--- config.mk ---
export PLATFORM = sky130hd
export DESIGN_NAME = gripper_actuator_ctrl
export DESIGN_NICKNAME = d
export VERILOG_FILES = /design/src/rtl/gripper_actuator_ctrl.sv
export SDC_FILE = /design/constraint.sdc
export NUM_CORES = 1
export LEC_CHECK = 0
export CAP_MARGIN = 20
export CORE_MARGIN = 3
export CORE_UTILIZATION = 50
export CTS_CLUSTER_SIZE = 12
export DETAILED_ROUTE_END_ITERATION = 16
export GPL_TIMING_DRIVEN = 0
export HOLD_SLACK_MARGIN = 0.02
export PLACE_DENSITY = 0.75
export SLEW_MARGIN = 20
export SYNTH_ARGS = -nofsm -noshare
export SYNTH_HDL_FRONTEND = slang
export SYNTH_SLANG_ARGS = --single-unit
--- constraint.sdc ---
create_clock -name CLK -period 2.1 [get_ports CLK]
set_input_delay 0.21 -clock CLK [delete_from_list [all_inputs] [get_ports CLK]]
set_output_delay 0.21 -clock CLK [all_outputs]
set_load 0.05 [all_outputs]
--- src/rtl/gripper_actuator_ctrl.sv ---
// N-channel pump/valve actuator controller: PID sign/magnitude -> inflate (PWM pump), hold, vent (valve).
// Latency: pid_in/start changes reach pump_out/valve_out two CLK edges later (state reg, then output reg).
// Backpressure: none; outputs drive pins directly, and reversals are gated by a dead-time interlock.
//
// Ports:
//   CLK, resetn (sync, active-low), start (level enable), pwm_tick (PWM strobe),
//   pid_in (NUM_CH packed signed PID words), pump_out/valve_out (per-channel drives),
//   state_out (3-bit state code per channel), fault (latched over-inflate trip).
// Optional build macro: GRIP_SOFTSTART_EN -- INFLATE entry starts duty at 0 and ramps +1 per PWM period.
module gripper_actuator_ctrl #(
    parameter int NUM_CH      = 2,
    parameter int PID_W       = 16,
    parameter int PWM_BITS    = 8,
    parameter int DUTY_SHIFT  = 7,
    parameter int DEADBAND    = 64,
    parameter int DEAD_TIME   = 100,
    parameter int MAX_INFLATE = 200
) (
    input  logic                      CLK,
    input  logic                      resetn,
    input  logic                      start,
    input  logic                      pwm_tick,
    input  logic [NUM_CH*PID_W-1:0]   pid_in,
    output logic [NUM_CH-1:0]         pump_out,
    output logic [NUM_CH-1:0]         valve_out,
    output logic [3*NUM_CH-1:0]       state_out,
    output logic [NUM_CH-1:0]         fault
);

    typedef enum logic [2:0] {
        S_IDLE    = 3'd0,
        S_HOLD    = 3'd1,
        S_INFLATE = 3'd2,
        S_VENT    = 3'd3,
        S_DEAD    = 3'd4,
        S_FAULT   = 3'd5
    } state_t;

    localparam int DT_W = $clog2(DEAD_TIME + 1);
    localparam int IC_W = $clog2(MAX_INFLATE + 1);

    localparam logic [PWM_BITS-1:0]     PWM_MAX   = '1;
    localparam logic [PID_W:0]          PWM_MAX_X = {{(PID_W + 1 - PWM_BITS){1'b0}}, PWM_MAX};
    localparam logic signed [PID_W-1:0] DB_POS    = PID_W'(DEADBAND);
    localparam logic signed [PID_W-1:0] DB_NEG    = -DB_POS;
    localparam logic [DT_W-1:0]         DT_LAST   = DT_W'(DEAD_TIME - 1);
    localparam logic [IC_W-1:0]         IC_MAX    = IC_W'(MAX_INFLATE);

    // Shared PWM counter; every channel compares against the same phase.
    logic [PWM_BITS-1:0] r_cnt;
    logic                w_wrap;

    assign w_wrap = pwm_tick && (r_cnt == PWM_MAX);

    always_ff @(posedge CLK) begin
        if (!resetn) begin
            r_cnt <= '0;
        end else if (pwm_tick) begin
            r_cnt <= r_cnt + 1'b1;
        end
    end

    for (genvar k = 0; k < NUM_CH; k++) begin : g_ch
        logic signed [PID_W-1:0] w_pid;
        logic [PID_W:0]          w_pid_ext;
        logic [PID_W:0]          w_mag;
        logic [PID_W:0]          w_shift;
        logic [PWM_BITS-1:0]     w_target;
        logic [PWM_BITS-1:0]     w_entry_duty;
        logic                    w_hi;
        logic                    w_lo;

        state_t              r_state;
        state_t              r_target;
        logic [DT_W-1:0]     r_dead;
        logic [IC_W-1:0]     r_icnt;
        logic [PWM_BITS-1:0] r_duty;
        logic                r_pump;
        logic                r_valve;
        logic                r_fault;

        assign w_pid     = pid_in[k*PID_W +: PID_W];
        // One extra bit so the most negative input has a representable magnitude.
        assign w_pid_ext = {w_pid[PID_W-1], w_pid};
        assign w_mag     = w_pid[PID_W-1] ? (~w_pid_ext + 1'b1) : w_pid_ext;
        assign w_shift   = w_mag >> DUTY_SHIFT;
        assign w_target  = (w_shift > PWM_MAX_X) ? PWM_MAX : w_shift[PWM_BITS-1:0];
        assign w_hi      = w_pid > DB_POS;
        assign w_lo      = w_pid < DB_NEG;

`ifdef GRIP_SOFTSTART_EN
        assign w_entry_duty = '0;
`else
        assign w_entry_duty = w_target;
`endif

        always_ff @(posedge CLK) begin
            if (!resetn) begin
                r_state  <= S_IDLE;
                r_target <= S_IDLE;
                r_dead   <= '0;
                r_icnt   <= '0;
                r_duty   <= '0;
                r_pump   <= 1'b0;
                r_valve  <= 1'b0;
                r_fault  <= 1'b0;
            end else begin
                // Outputs follow the registered state one edge later; only one can be set.
                r_pump  <= (r_state == S_INFLATE) && (r_cnt < r_duty);
                r_valve <= (r_state == S_VENT);

                // Duty only moves at the period boundary so a PWM period is never cut short.
                if (w_wrap) begin
`ifdef GRIP_SOFTSTART_EN
                    if (w_target < r_duty) begin
                        r_duty <= w_target;
                    end else if (w_target > r_duty) begin
                        r_duty <= r_duty + 1'b1;
                    end
`else
                    r_duty <= w_target;
`endif
                end

                if (!start) begin
                    r_state <= S_IDLE;
                    r_fault <= 1'b0;
                    r_icnt  <= '0;
                    r_dead  <= '0;
                end else begin
                    case (r_state)
                        S_IDLE: r_state <= S_HOLD;
                        S_HOLD: begin
                            if (w_hi) begin
                                r_state <= S_INFLATE;
                                r_duty  <= w_entry_duty;
                            end else if (w_lo) begin
                                r_state <= S_VENT;
                            end
                        end
                        S_INFLATE: begin
                            if (r_icnt == IC_MAX) begin
                                r_state <= S_FAULT;
                                r_fault <= 1'b1;
                                r_icnt  <= '0;
                            end else if (w_lo) begin
                                r_state  <= S_DEAD;
                                r_target <= S_VENT;
                                r_dead   <= '0;
                                r_icnt   <= '0;
                            end else if (!w_hi) begin
                                r_state <= S_HOLD;
                                r_icnt  <= '0;
                            end else if (w_wrap) begin
                                r_icnt <= r_icnt + 1'b1;
                            end
                        end
                        S_VENT: begin
                            if (w_hi) begin
                                r_state  <= S_DEAD;
                                r_target <= S_INFLATE;
                                r_dead   <= '0;
                            end else if (!w_lo) begin
                                r_state <= S_HOLD;
                            end
                        end
                        S_DEAD: begin
                            // Inputs are ignored until expiry; the target only wins if still demanded.
                            if (r_dead == DT_LAST) begin
                                if ((r_target == S_INFLATE) && w_hi) begin
                                    r_state <= S_INFLATE;
                                    r_duty  <= w_entry_duty;
                                end else if ((r_target == S_VENT) && w_lo) begin
                                    r_state <= S_VENT;
                                end else begin
                                    r_state <= S_HOLD;
                                end
                            end else begin
                                r_dead <= r_dead + 1'b1;
                            end
                        end
                        S_FAULT: r_state <= S_FAULT;
                        default: r_state <= S_IDLE;
                    endcase
                end
            end
        end

        assign pump_out[k]       = r_pump;
        assign valve_out[k]      = r_valve;
        assign state_out[3*k +: 3] = r_state;
        assign fault[k]          = r_fault;
    end

endmodule
* After elaboration in Yosys (flattened, before gate mapping)
Index checks and enable logic that the tools add are counted.
Widths: inputs -> output; s select.
** Operators by class
- $add $sub $neg :: 7
- Magnitude comparators :: 8
- Reductions and logical operators :: 24
- Div/mod/pow operators :: 0
- Bitwise gates (word level) :: 2
- Multiply operators :: 0
- Mux-type cells :: 62
- Shift-type cells :: 0
- Eq/ne operators :: 37
** Operators with widths (count)
- $mux 8 :: 20
- $mux 3 :: 20
- $mux 7 :: 8
- $pmux 7 s3 :: 2
- $pmux 3 s6 :: 2
- $add 17x1->17 const B :: 2
- $mux 17 :: 2
- $not 17->17 :: 2
- $gt 16x8->1 const B :: 2
- $lt 16x7->1 const B :: 2
- $pmux 8 s2 :: 2
- $add 8x1->8 const B :: 3
- $eq 3x2->1 const B :: 8
- $eq 8x8->1 const B :: 3
- $gt 10x8->1 const B :: 2
- $ne 2x2->1 const B :: 10
- $reduce_and 5->1 :: 4
- $lt 8x8->1 :: 2
- $add 7x1->7 const B :: 2
- $eq 7x7->1 const B :: 2
- $eq 3x3->1 const B :: 4
- $ne 3x3->1 const B :: 4
- $pmux 3 s2 :: 2
- $reduce_and 2->1 :: 5
- other kinds (9) :: 25
** Word-level totals
- Register bits :: 72
- Latch bits :: 0
- Memories kept :: 0
- Output and inout port bits :: 12
- Memory bits (writable) :: 0
- Bits in read-only memories :: 0
- Input port bits :: 36
- Logic and storage cells :: 157

* Longest topological paths before layout
Gate-level depths: netlist of run 1.
- Depth in word-level cells :: 10
- Gate-level depth with buffers :: 8
- Gate-level depth less buffers :: 8

* Least setup slack after synthesis of run 1
No wires, ideal clock.
- Path kind :: reg-to-reg
- Start :: reg g_ch[0].r_state[2]
- End :: reg g_ch[0].r_duty[7]
- Buffers on the path :: 1
- Slack :: -0.033 ns
- Cell stages (with the launch flop) :: 8
- Data required time :: 1.985 ns
- Arrival :: 2.018 ns
- Library setup time :: 0.115 ns
- Period minus slack after synthesis :: 2.133 ns
- Cells stage by stage :: dfxtp_1 nor3b_2 nand3b_1 o41ai_1 a31o_4 buf_6 nor2_2 o21a_1
** Between the ends
- Cells in the longest elaborated chain, start to end :: 3
- Elaborated cells between the ends (all ways) :: 4
- Classes of those cells :: 2 x eq/ne; 2 x mux
** Ends and longest elaborated chain
- from (decl) :: RTL line 73 : state_t r_state;
- from (signal assigned) :: RTL line 99 : r_state <= S_IDLE;
- from (signal assigned) :: RTL line 126 : r_state <= S_IDLE;
- from (signal assigned) :: RTL line 132 : S_IDLE: r_state <= S_HOLD;
- $eq 3x3->1 or $eq 3x1->1 (tied branches) :: RTL line 131 : case (r_state)
- $pmux 8 s2 (*) :: RTL line 131
- $mux 8 (*) :: RTL line 125 : if (!start) begin
- to (signal assigned) :: RTL line 121 : r_duty <= w_target;
- to (signal assigned) :: RTL line 136 : r_duty <= w_entry_duty;
- to (signal assigned) :: RTL line 172 : r_duty <= w_entry_duty;
- to (decl) :: RTL line 77 : logic [PWM_BITS-1:0] r_duty;
Every way passes the cells marked *; elsewhere a longest branch is shown, timed or not.
A chain may end at the register's enable or synchronous reset.

* Worst setup path after layout of run 1
- Start :: in pid_in[7]
- End :: reg g_ch[0].r_duty[0]
** Between the ends
- Cells in the longest elaborated chain, start to end :: 10
- Elaborated cells between the ends (all ways) :: 13
- Classes of those cells :: 1 x add/sub; 2 x order compare; 8 x mux; 1 x bitwise; 1 x reduce/logical
** Ends and longest elaborated chain
- from (decl) :: RTL line 23 : input logic [NUM_CH*PID_W-1:0] pid_in,
- $not 17->17 :: RTL line 85 : assign w_mag = w_pid[PID_W-1] ? (~w_pid_ext + 1'b1) : w_pid_ext;
- $add 17x1->17 :: RTL line 85
- $mux 17 :: RTL line 85
- $gt 10x8->1 :: RTL line 87 : assign w_target = (w_shift > PWM_MAX_X) ? PWM_MAX : w_shift[PWM_BITS-1:0];
- $mux 8 :: RTL line 87
- $mux 8 :: RTL line 113 : if (w_wrap) begin
- $mux 8 :: RTL line 170 : if ((r_target == S_INFLATE) && w_hi) begin
- $mux 8 :: RTL line 169 : if (r_dead == DT_LAST) begin
- $pmux 8 s2 :: RTL line 131
- $mux 8 (*) :: RTL line 125
Marks and branches as above.

==> impl_metrics.tcl, run 1 <==
set metrics [dict create \
    synth_cell_type_count 75 \
    vias 4145 \
    leakage_uw 0.00196 \
    dr.pass1.iters 5 \
    path_clk_slew_ns 0.07 \
    die_h_um 100 \
    synth_edf_count 0 \
    drv_slew 0 \
    drc 0 \
    wl_um 11100 \
    globalplace.congestion 0.893 \
    critPathKind "in -> reg" \
    netlist.area_leader.share_pct 31.7 \
    ys_ff_latch 70 \
    synth_area_um2 4410 \
    synthFlopType "dfxtp_1" \
    synth_top_cell_by_area "dfxtp_1" \
    cts_tree "yes" \
    drtIter0Drc 263 \
    die_w_um 100 \
    max_slew.worst_pin.slew_ns 0.642 \
    wl_per_cell_um 15.9 \
    placed_cells_incl_taps 674 \
    ios 48 \
    yosysWarnings 0 \
    clock.fmax_mhz 493 \
    cts_buffers 9 \
    yosys-top-cells-area "dfxtp_1 (32%), ha_1 (6.0%), nand2_1 (3.9%)" \
    synthCells 523 \
    setup_viol 0 \
    peakVddDrop_mv 0.260 \
    grt_usage_pct 21.3 \
    period_share_pct 96.7 \
    drt-vias-per-instance 5.96 \
    grt_pass1_wl_um 17700 \
    cts_sinks 70 \
    start_kind "input port" \
    grt_max_degree 13 \
    fin_ws_ns 0.0697 \
    initial_core_util_pct 52.7 \
    dp_hpwl_um 7840 \
    dp_slack_ns -0.407 \
    maxCapViolCount 0 \
    die_area_um2 9990 \
    ant_nets 0 \
    antenna_found_initial 0 \
    areaGrowthSynthToFinish_pct 23.8 \
    cp.required_ns 2.32 \
    r2r_end "g_ch[1].r_state[1]" \
    slew_headroom_pct 57.2 \
    final_layout_size_suffix_gt1_share_pct 16.4 \
    critPathLaunch "pid_in[7]" \
    row_count 33 \
    setup_tns_ns 0 \
    synthArstFlopShare_pct 0 \
    hold_violations 0 \
    grt_pass1_vias 3859 \
    cts_max_level 3 \
    overflow 0 \
    synth-seq-area-share_pct 31.7 \
    r2r-start "g_ch[1].r_icnt[1]" \
    hp-class "in -> reg" \
    clockBufferDepth 2 \
    reg2reg_slack_ns 0.07 \
    syn-num-nets 580 \
    cp-end-kind "flop" \
    cts_hold_buf 0 \
    numPortBuffers 46 \
    nets 643 \
    hold_slack_ns 0.330 \
    clk_latency_ns 0.34 \
    r2r_cells 9 \
    fin_cells 695 \
    fp.coreArea_um2 8380 \
    min_period_ns 2.03 \
    crit_path_max_fanout 10 \
    synth_area_per_cell_um2 8.44 \
    endpoint "g_ch[0].r_duty[0]" \
    fin_skew_ns 0.00805 \
    powerDensity_nw_per_um2 541 \
    cts-root-buf "clkbuf_8" \
    status "completed" \
    worstPathArrival_ns 2.25 \
    diodes 0 \
]
-- report_power, final --
part	switching (µW)	internal [µW]	total, µW
Clock	528	660	1190
Sequential	19.7	1350	1370
Combinational	223	182	405
Total	770	2190	2960
-- per-stage QoR --
stage / area, µm² / util, % / power (µW)
2_1_floorplan: 4420 / - / 1610
5_1_grt: 5470 / 65.2 / 3060
3_3_place_gp: 5010 / 59.7 / 1760
3_5_place_dp: 5010 / 59.7 / 1770
4_1_cts: 5280 / 62.9 / 2940
6_report: 5470 / 65.2 / 2960
-- registers in the layout, indices dropped and copies added, names as in the netlist --
name	count
g_ch.r_pump	2
g_ch.r_target	4
g_ch.r_state	6
r_cnt	8
g_ch.r_dead	14
g_ch.r_icnt	16
g_ch.r_fault	2
g_ch.r_valve	2
g_ch.r_duty	16
-- worst min-delay path by stage --
stage / startpoint / depth (start not counted) / endpoint
4_1_cts: pid_in[15] / 4 / g_ch[0].r_icnt[0]
6_report: pid_in[13] / 4 / g_ch[0].r_duty[6]
5_1_grt: pid_in[12] / 3 / g_ch[0].r_duty[5]
3_5_place_dp: g_ch[0].r_duty[6] / 2 / g_ch[0].r_duty[6]
2_1_floorplan: start / 2 / g_ch[1].r_target[0]
3_3_place_gp: g_ch[0].r_duty[5] / 2 / g_ch[0].r_duty[5]
-- Yosys cell counts (all sizes together), types with 7 or more instances --
cell and n:
inv 23, nand3 20, a31oi 8, nand4b 7
a21oi 15, nand3b 7, xor2 17, nor4 9
nor2 49, o21ai 30, buf 11, and3 9
and2 14, xnor2 18, clkbuf 12, a21o 15
nor3 10, dfxtp 70, nor2b 9, ha 21
nand4 14, nand2 46
-- critical path, stage by stage --
cell             delay (ns)
clkdlybuf4s50_1        0.48
or4_4                  0.60
nor2_4                 0.22
a21oi_2                0.12
a31o_4                 0.28
buf_6                  0.15
o2111ai_1              0.10
o21ai_1                0.09
-- cells by family (layout without fill, tap and decap cells) --
family / Yosys count / count (layout) / share of synthesized area, %
flip-flops: 70 / 70 / 31.7
multiplexers: 5 / 5 / 1.16
buffers and inverters: 46 / 113 / 4.85
AO/OA/AOI/OAI: 122 / 122 / 20.5
AND/OR/NAND/NOR: 224 / 224 / 28.8
adder cells (fa/ha/maj): 21 / 21 / 5.95
XOR/XNOR: 35 / 35 / 6.94
-- repair_timing --
action / 4_1_cts / 5_1_grt
setup buffers: 1 / 6
resized for setup: 12 / 36
setup endpoints to repair: 41 / 49
pin swaps: 0 / 9
endpoints found under the hold margin: 0 / 0
-- final cells by class --
class / count / area, µm²
clock inverter: 6 / 87.6
clock buffer: 9 / 124
fill: 703 / 2920
multi-input combinational: 407 / 2980
tap: 105 / 131
timing repair buffer: 53 / 517
sequential: 70 / 1410
buffer: 22 / 130
inverter: 23 / 86.3
-- layout by cell type, fill, tap and decap left out, types with 11 or more instances in the layout --
master	netlist	final
buf_4	6	13
nor2_1	45	44
ha_1	21	20
xor2_1	17	17
nand3_1	20	20
and2_1	14	14
o21ai_1	13	11
clkdlybuf4s50_1	0	43
o21ai_0	16	15
a21oi_1	14	11
inv_1	23	22
nand2_1	46	46
xnor2_1	18	18
dfxtp_1	70	65
nand4_1	14	14
a21o_1	15	15
-- metal layers --
metal  routed length, µm  GRT usage [%]  vias up  part of all wire [%]
li1                    -              -     2040                     -
met1                5090           30.0     1960                    46
met2                5170           33.9      125                    47
met3                 662           3.13       20                   6.0
met4                 166           5.99        0                   1.5
met5                   0              0        -                     0
(Power assumes the default switching activity.)
==> run 2, diff against run 1 <==
--- a/config.mk
+++ b/config.mk
@@ -6,6 +6,7 @@
 export NUM_CORES = 1
 export LEC_CHECK = 0
 export CAP_MARGIN = 20
+export CORE_ASPECT_RATIO = 1.75
 export CORE_MARGIN = 3
 export CORE_UTILIZATION = 50
 export CTS_CLUSTER_SIZE = 12
==> constraint.sdc (replaced) <==
create_clock -name CLK -period 2.1 [get_ports CLK]
set_input_delay 0.42 -clock CLK [delete_from_list [all_inputs] [get_ports CLK]]
set_output_delay 0.42 -clock CLK [all_outputs]
set_load 0.05 [all_outputs]
==> impl_metrics.tcl, run 2 (synthesized netlist as in run 1, its figures left out) <==
set metrics [dict create \
    status "completed" \
    fin_ws_ns 0.0338 \
    p_seq_share_pct 41.9 \
    dp_slack_ns -0.621 \
    combPwrFrac_pct 12.6 \
    fin_skew_ns 0.00554 \
    slew_headroom_pct 62.3 \
    antenna_found_initial 0 \
    overflow 0 \
    top_regs "g_ch.r_duty x16, g_ch.r_icnt x16, g_ch.r_dead x14" \
    final_layout_size_suffix_gt1_share_pct 19.2 \
    start_kind "input port" \
    reg2reg_slack_ns 0.10 \
    clk_latency_ns 0.33 \
    areaGrowthSynthToFinish_pct 29.6 \
    grt_pass1_vias 4167 \
    maxCapViolCount 0 \
    grt_pass1_wl_um 18600 \
    hold_violations 0 \
    wl_um 11500 \
    worstPathArrival_ns 2.34 \
    crit_family "simple AND/OR/NAND/NOR gates" \
    max_slew.worst_pin.slew_ns 0.563 \
    clockBufferDepth 2 \
    path_buf_inv 1 \
    ios 48 \
    cp-end-kind "flop" \
    row_count 44 \
    die_area_um2 10000 \
    multi_input_area_um2 3090 \
    cts-root-buf "clkbuf_16" \
    drt-vias-per-instance 5.86 \
    power.internal_uw 2440 \
    peakVddDrop_mv 0.560 \
    switching_share_pct 25.2 \
    path_cells "clkdlybuf4s50_1, nor2_1, nand4b_1, nor4_4, nand3b_1, o21ai_2, o221a_2" \
    fp.coreArea_um2 8420 \
    dp_hpwl_um 8130 \
    vias 4177 \
    ant_nets 0 \
    period_share_pct 98.4 \
    cpPeakStageDelay_ns 0.40 \
    globalplace.congestion 0.903 \
    wl_per_cell_um 16.1 \
    drv_slew 0 \
    cts_hold_buf 0 \
    dr.pass1.iters 4 \
    critPathKind "in -> reg" \
    grt_usage_pct 22.6 \
    crit_path_top_delay_cell "clkdlybuf4s50_1" \
    die_w_um 77.0 \
    rsz0062_at_grt "yes" \
    crit_path_max_fanout 5 \
    switchingPower_uw 823 \
    cp.required_ns 2.37 \
    die_h_um 130 \
    setup_tns_ns 0 \
    cts_sinks 70 \
    hp-class "reg -> reg" \
    powerDensity_nw_per_um2 571 \
    clock.fmax_mhz 484 \
    grt_max_degree 13 \
    fillers 672 \
    cts_max_level 3 \
    path_clk_slew_ns 0.05 \
    layout.area.seq_um2 1410 \
    cts_buffers 9 \
    drtIter0Drc 177 \
    nets 650 \
    setup_viol 0 \
    leakage_uw 0.00215 \
    initial_core_util_pct 52.4 \
    drc 0 \
    power.share.clock_pct 45.4 \
    diodes 0 \
    final_cell_mix "dfxtp_1 (66), nand2_1 (46), nor2_1 (43)" \
    mostFrequentLayoutCell "dfxtp_1" \
    numPortBuffers 46 \
    min_period_ns 2.07 \
    cts_tree "yes" \
]
## run 2: cell count changes in the layout (fill, tap and decap cells not counted), sizes merged
cell	change
bufinv	-1
clkbuf	+2
clkdlybuf4s15	+1
buf	+8
clkinvlp	-3
clkdlybuf4s50	-20
clkinv	+4
dlymetal6s2s	+8
dlygate4sd2	+9
## run 2: worst paths after layout
kind                       from                 to  cells after the start
max reg2reg  g_ch[0].r_state[0]  g_ch[0].r_duty[7]                      8
min reg2reg   g_ch[0].r_duty[6]  g_ch[0].r_duty[6]                      2
min           g_ch[0].r_duty[6]  g_ch[0].r_duty[6]                      2
max                  pid_in[20]  g_ch[1].r_duty[1]                      7
## run 2: area by class of cell
cell class,count,area share [%]
plain buffers,22,2.25
clock buffers,10,4.00
clock inverters,6,1.09
inverters,23,1.51
multi-input cells,407,54.1
flip-flops and latches,70,24.6
well taps,115,2.51
repair buffers,60,9.99
## run 2: per-layer routing
metal  global-route usage, %  vias up  wire length [µm]  part of all wire, %
li1                        -     2057                 -                    -
met1                    24.5     2007              4630                   40
met2                    41.8       88              6220                   54
met3                    4.70       25               376                  3.3
met4                    10.6        0               255                  2.2
met5                       0        -                 0                    0
## run 2: worst min-delay path, delay by kind of cell, from the launching register on
kind	cells	cell delay [ns]
AOI/OAI and AO/OA	1	0.05
DFF	1	0.30
and+or+nand+nor	1	0.05
## run 2: metrics by stage
| stage | instance area, µm² | hold WS [ns] | total power [µW] | instances | utilization, % |
|---|---|---|---|---|---|
| after floorplan | 4420 | 0.428 | 1610 | 523 | - |
| after global placement | 5020 | 0.439 | 1760 | 684 | 59.6 |
| after detailed placement | 5020 | 0.445 | 1770 | 684 | 59.6 |
| after CTS | 5460 | 0.452 | 3260 | 703 | 64.8 |
| after global routing | 5720 | 0.484 | 3380 | 713 | 67.9 |
| final | 5720 | 0.449 | 3270 | 713 | 67.9 |
## run 2: what timing repair did
action,in CTS,in global routing
setup endpoints to repair,53,53
resized for setup,40,53
pin swaps,12,22
buffers inserted,4,10
## run 2: power groups by stage
| stage | combinational (µW) | clock, µW | sequential, µW |
|---|---|---|---|
| 2_1_floorplan | 209 | 0 | 1400 |
| 3_3_place_gp | 368 | 0 | 1400 |
| 3_5_place_dp | 375 | 0 | 1400 |
| 4_1_cts | 386 | 1510 | 1370 |
| 5_1_grt | 447 | 1560 | 1370 |
| 6_report | 413 | 1480 | 1370 |
